$ cat config.mk
export PLATFORM = sky130hd
export DESIGN_NAME = ham_seq_unit
export DESIGN_NICKNAME = d
export VERILOG_FILES = /design/src/rtl/ham_seq_unit.sv
export SDC_FILE = /design/constraint.sdc
export NUM_CORES = 1
export LEC_CHECK = 0
export BUFFER_PORTS_ARGS = -buffer_cell sky130_fd_sc_hd__buf_2
export CAP_MARGIN = 10
export CELL_PAD_IN_SITES_DETAIL_PLACEMENT = 1
export CELL_PAD_IN_SITES_GLOBAL_PLACEMENT = 1
export CORE_ASPECT_RATIO = 0.75
export CORE_MARGIN = 2
export CORE_UTILIZATION = 35
export CTS_BUF_LIST = sky130_fd_sc_hd__clkbuf_2 sky130_fd_sc_hd__clkbuf_4 sky130_fd_sc_hd__clkbuf_8
export CTS_CLUSTER_SIZE = 40
export DETAILED_ROUTE_END_ITERATION = 12
export MAX_ROUTING_LAYER = met4
export PLACE_DENSITY_LB_ADDON = 0.05
export SYNTH_ARGS = -nofsm -noshare
export SYNTH_HDL_FRONTEND = slang
export SYNTH_SLANG_ARGS = --single-unit
$ cat constraint.sdc
create_clock -name clk -period 8.25 [get_ports clk]
set_input_delay 2.0625 -clock clk [delete_from_list [all_inputs] [get_ports clk]]
set_output_delay 2.0625 -clock clk [all_outputs]
set_load 0.03 [all_outputs]
$ cat src/rtl/ham_seq_unit.sv
// Multi-cycle Hamming weight / distance engine: latches one operand vector, then
// counts CHUNK bits per clock (LSB chunk first) into a running popcount.
`timescale 1ns/1ps

module ham_seq_unit #(
  parameter  int N     = 32,
  parameter  int CHUNK = 8,
  localparam int RW    = $clog2(N + 1)
) (
  input  logic          clk,
  input  logic          rst,
  input  logic          start,
  input  logic          mode,
  input  logic [N-1:0]  a,
  input  logic [N-1:0]  b,
  output logic          busy,
  output logic          done,
  output logic [RW-1:0] result,
  output logic          parity
);

  localparam int K  = N / CHUNK;
  localparam int CW = $clog2(CHUNK + 1);
  localparam int IW = (K > 1) ? $clog2(K) : 1;

  generate
    if ((CHUNK < 1) || (N % CHUNK != 0)) begin : g_bad_chunk
      $error("ham_seq_unit: CHUNK must be positive and divide N");
    end
  endgenerate

  typedef enum logic [1:0] {
    S_IDLE,
    S_RUN,
    S_DONE
  } state_t;

  state_t          state;
  state_t          state_next;
  logic [N-1:0]    vec;
  logic [IW-1:0]   idx;
  logic [RW-1:0]   acc;
  logic            accept;
  logic            last_chunk;
  logic [CHUNK-1:0] chunk;
  logic [CW-1:0]   chunk_cnt;
  logic [RW-1:0]   acc_sum;

  function automatic logic [CW-1:0] popcount(input logic [CHUNK-1:0] x);
    logic [CW-1:0] c;
    c = '0;
    for (int i = 0; i < CHUNK; i++) begin
      c = c + CW'(x[i]);
    end
    return c;
  endfunction

  // NOTE: sequential state is updated with non-blocking assignments so every
  // register samples the pre-edge values, independent of statement order.
  always_ff @(posedge clk) begin
    if (rst) begin
      state <= S_IDLE;
    end else begin
      state <= state_next;
    end
  end

  // NOTE: every always_comb output gets a default first, so no path can
  // leave a signal unassigned and infer a latch.
  always_comb begin
    state_next = state;
    accept     = 1'b0;
    unique case (state)
      S_IDLE: begin
        if (start) begin
          accept     = 1'b1;
          state_next = S_RUN;
        end
      end
      S_RUN: begin
        if (last_chunk) begin
          state_next = S_DONE;
        end
      end
      S_DONE: begin
        // A start in the done cycle chains straight into the next operation.
        if (start) begin
          accept     = 1'b1;
          state_next = S_RUN;
        end else begin
          state_next = S_IDLE;
        end
      end
      default: state_next = S_IDLE;
    endcase
  end

  assign last_chunk = (idx == IW'(K - 1));
  assign chunk      = vec[idx * CHUNK +: CHUNK];
  assign chunk_cnt  = popcount(chunk);
  assign acc_sum    = acc + RW'(chunk_cnt);

  always_ff @(posedge clk) begin
    if (rst) begin
      vec    <= '0;
      idx    <= '0;
      acc    <= '0;
      result <= '0;
      parity <= 1'b0;
    end else if (accept) begin
      vec <= mode ? (a ^ b) : a;
      idx <= '0;
      acc <= '0;
    end else if (state == S_RUN) begin
      acc <= acc_sum;
      idx <= idx + 1'b1;
      // result/parity only move when the final chunk lands, and hold otherwise.
      if (last_chunk) begin
        result <= acc_sum;
        parity <= acc_sum[0];
      end
    end
  end

  assign busy = (state == S_RUN);
  assign done = (state == S_DONE);

endmodule

==> run_results.csv <==
group,metric,value,unit
global_routing,grt-ovfl-total,0,
floorplanning,initial_core_util,0.359,
timing,drv_slew,0,
timing,setup_tns,0,ns
global_routing,grt_util_all_layers,0.179,
drt,route.vias.total,2193,
min_path,worst_hold_path.num_cells,2,
clocking,h-tree-depth,2,
clocking,ctsResizeCount,0,
global_routing,busiest_layer,"met2",
yosys,ys_seq_area_frac,0.367,
timing,min_period,4.43,ns
setup_path,timing.rr.start,"idx[1]",
drt,drtPass1Iterations,4,
drt,drc,0,
timing,tightestPinTransition,0.894,ns
placement,dp_hpwl,5.02,mm
min_path,hold_class,"flop to flop",
yosys,synth_warnings,0,
timing,rsz0062_at_grt,"false",
placement,routabilityCongestion,0.711,
yosys,syn_inst,297,
layout,fin_nets,439,
floorplanning,die_w,104,um
timing,setup_viol,0,
drt,wl_per_cell,14.2,um
setup_path,cp_max_fo,10,
min_path,worstHoldEndpoint,"result[2]",
global_routing,grt_pass1_vias,2243,
yosys,synth_nets,377,
layout,post-route-util,0.436,
setup_path,critical_path_class,"flop to flop",
setup_path,cpPeakStageDelay,0.66,ns
layout,syn_to_final_growth,21.3,%
timing,maxSlewHeadroom,0.404,
floorplanning,core,0.00730,mm^2
layout,layout-drive-gt1-share,0.267,
status,status,"completed",
drt,drt-total-wl,6.54,mm
clocking,numCtsBuffers,5,
clocking,cts_tree,"done",
clocking,clk_latency,0.29,ns
setup_path,crit_path_top_delay_cell,"dfxtp_1",
flow_run,cap_violations,0,
yosys,ys_ff_latch,48,
global_routing,grtUsageMet1,0.255,
clocking,post_cts_buffers,0,
floorplanning,fp.dieH,78.9,um
clocking,clkSlewWorstSetupHoldPaths,0.09,ns
setup_path,crit_path_start_kind,"flop",
setup_path,rrSetupSlack,3.82,ns
timing,clock-skew-final,0.00309,ns
layout,diodes,0,
placement,io_buffers,76,
setup_path,critPathMostFrequentCell,"fa_1",
power_and_ir_drop,pwr_density_cell,181,mW/mm^2
yosys,syn_area_per_cell,8.83,um^2
floorplanning,num_io_pins,77,
setup_path,rr_endpoint,"result[4]",
floorplanning,std_cell_rows,27,
global_routing,antenna_found_initial,0,
min_path,min-delay-start,"result[2]",
clocking,root_buffer,"clkbuf_8",
global_routing,grt_start_max_net_pins,70,
global_routing,met2_usage,0.264,
timing,fmax,226,MHz
drt,viasPerCell,4.76,
clocking,clock_path_buffers,2,
setup_path,worst_setup_path_end_kind,"flop",
global_routing,grt_pass1_wl,11.3,mm
drt,ant_nets,0,
timing,hold_viol,0,
setup_path,worstPathArrival,4.62,ns
yosys,synth_cell_types,36,
floorplanning,die-area,0.00820,mm^2
setup_path,r2r_cells,13,
clocking,cts_hold_buf,0,
power_and_ir_drop,peakVddDrop,72.5,uV
clocking,cts.sinks,48,
timing,holdWs,0.457,ns
drt,drt_iter0_markers,51,
setup_path,cp.required,8.44,ns
global_routing,grt_use_met3,0.0304,
power_and_ir_drop,power.leakage,1.40,nW
timing,fin_crit_sh,0.537,
yosys,synth_area,0.00262,mm^2
setup_path,crit_chain,"mux4_2, inv_1, fa_1, inv_1, fa_1, inv_1, fa_1, fa_1, fa_1, nand2b_1, a21oi_1, nor4b_1, a211o_1",
==> synthesized netlist by cell type <==
cell type | n | share of area
nor4b_1 | 2 | 0.0067
inv_1 | 13 | 0.019
nand2_1 | 39 | 0.056
buf_2 | 2 | 0.0038
nor2_1 | 44 | 0.063
nand3_1 | 5 | 0.0095
o211a_1 | 2 | 0.0076
a211oi_1 | 37 | 0.11
ha_1 | 7 | 0.033
a21oi_1 | 5 | 0.0095
xnor2_1 | 3 | 0.010
or4_1 | 2 | 0.0057
nor2b_1 | 3 | 0.0072
clkbuf_1 | 17 | 0.024
mux2i_1 | 1 | 0.0038
nand2b_1 | 2 | 0.0048
nand3b_1 | 1 | 0.0029
buf_1 | 1 | 0.0014
xor2_1 | 32 | 0.11
o22ai_1 | 1 | 0.0024
nand4_1 | 1 | 0.0024
inv_2 | 1 | 0.0014
or2_1 | 2 | 0.0048
buf_4 | 1 | 0.0029
fa_1 | 5 | 0.038
and2_1 | 1 | 0.0024
nor2_2 | 1 | 0.0024
clkbuf_2 | 1 | 0.0019
o21a_1 | 1 | 0.0029
dfxtp_1 | 48 | 0.37
nand4b_1 | 2 | 0.0067
mux4_2 | 8 | 0.069
nor3b_1 | 1 | 0.0029
a211o_1 | 1 | 0.0033
nor4_1 | 3 | 0.0072
nor3_1 | 1 | 0.0019
==> critical path: cells and delay by family (launching register included) <==
family	cells	cell delay (ns)
multiplexers	1	0.56
flip-flops	1	0.66
AO/OA/AOI/OAI	2	0.49
adder cells (fa/ha/maj)	5	2.11
buffers and inverters	3	0.26
AND/OR/NAND/NOR	2	0.26
==> cells by family (layout without fill, tap and decap cells) <==
family | after synthesis | in the layout | share of synthesized area
buffers and inverters | 36 | 99 | 0.0544
muxes | 9 | 9 | 0.0726
adders and majority gates | 12 | 12 | 0.0716
xor gates and xnor gates | 35 | 35 | 0.117
DFF | 48 | 48 | 0.367
AOI/OAI and AO/OA | 47 | 47 | 0.132
and+or+nand+nor | 110 | 110 | 0.186
==> routing by layer <==
layer / wire (um) / up-vias
met1: 3500 / 995
li1: - / 1139
met5: 0 / -
met2: 2660 / 57
met3: 333 / 2
met4: 38 / 0
==> registers in the layout, indices dropped and copies added (netlist names) <==
signal / flops
acc: 6
idx: 2
result: 6
state: 2
vec: 32
==> how the worst max path moves through the flow <==
stage / cells after the start / start / slack, ns / to
floorplan: 14 / idx[0] / 4.01 / result[4]
CTS: 13 / idx[1] / 3.77 / result[4]
global route: 13 / idx[1] / 3.53 / result[4]
detailed placement: 13 / idx[1] / 3.79 / result[4]
finish: 13 / idx[1] / 3.82 / result[4]
global placement: 13 / idx[1] / 3.89 / result[4]
==> layout by cell type, fill, tap and decap left out, types with 7 or more instances in the layout <==
| cell | netlist | final |
|---|---|---|
| clkbuf_8 | 0 | 7 |
| nand2_1 | 39 | 39 |
| inv_1 | 13 | 13 |
| ha_1 | 7 | 7 |
| nor2_1 | 44 | 44 |
| buf_2 | 2 | 76 |
| mux4_2 | 8 | 8 |
| dfxtp_1 | 48 | 48 |
| a211oi_1 | 37 | 37 |
| xor2_1 | 32 | 32 |
==> final cells by class <==
type	count	area, um^2
fillers	911	4120
multi-input cells	213	1530
flip-flops and latches	48	961
repair buffers	77	388
well taps	101	126
clock buffers	7	96.3
inverters	14	52.6
clock inverters	1	30.0
==> metrics by stage <==
step	total power [mW]	cell area, um^2	cells	setup WS (ns)
floorplan	0.352	2620	297	4.01
global placement	0.395	3050	453	3.89
detailed placement	0.400	3050	453	3.79
CTS	0.586	3180	461	3.77
global route	0.617	3180	461	3.53
finish	0.575	3180	461	3.82
==> power by group <==
part           internal [mW]  switching (mW)  leakage (nW)
Combinational         0.0599          0.0712         0.937
Clock                  0.107          0.0757        0.0645
Sequential             0.248          0.0133         0.395
Total                  0.415           0.160          1.40
No activity file was read; power rests on OpenSTA's default activity.
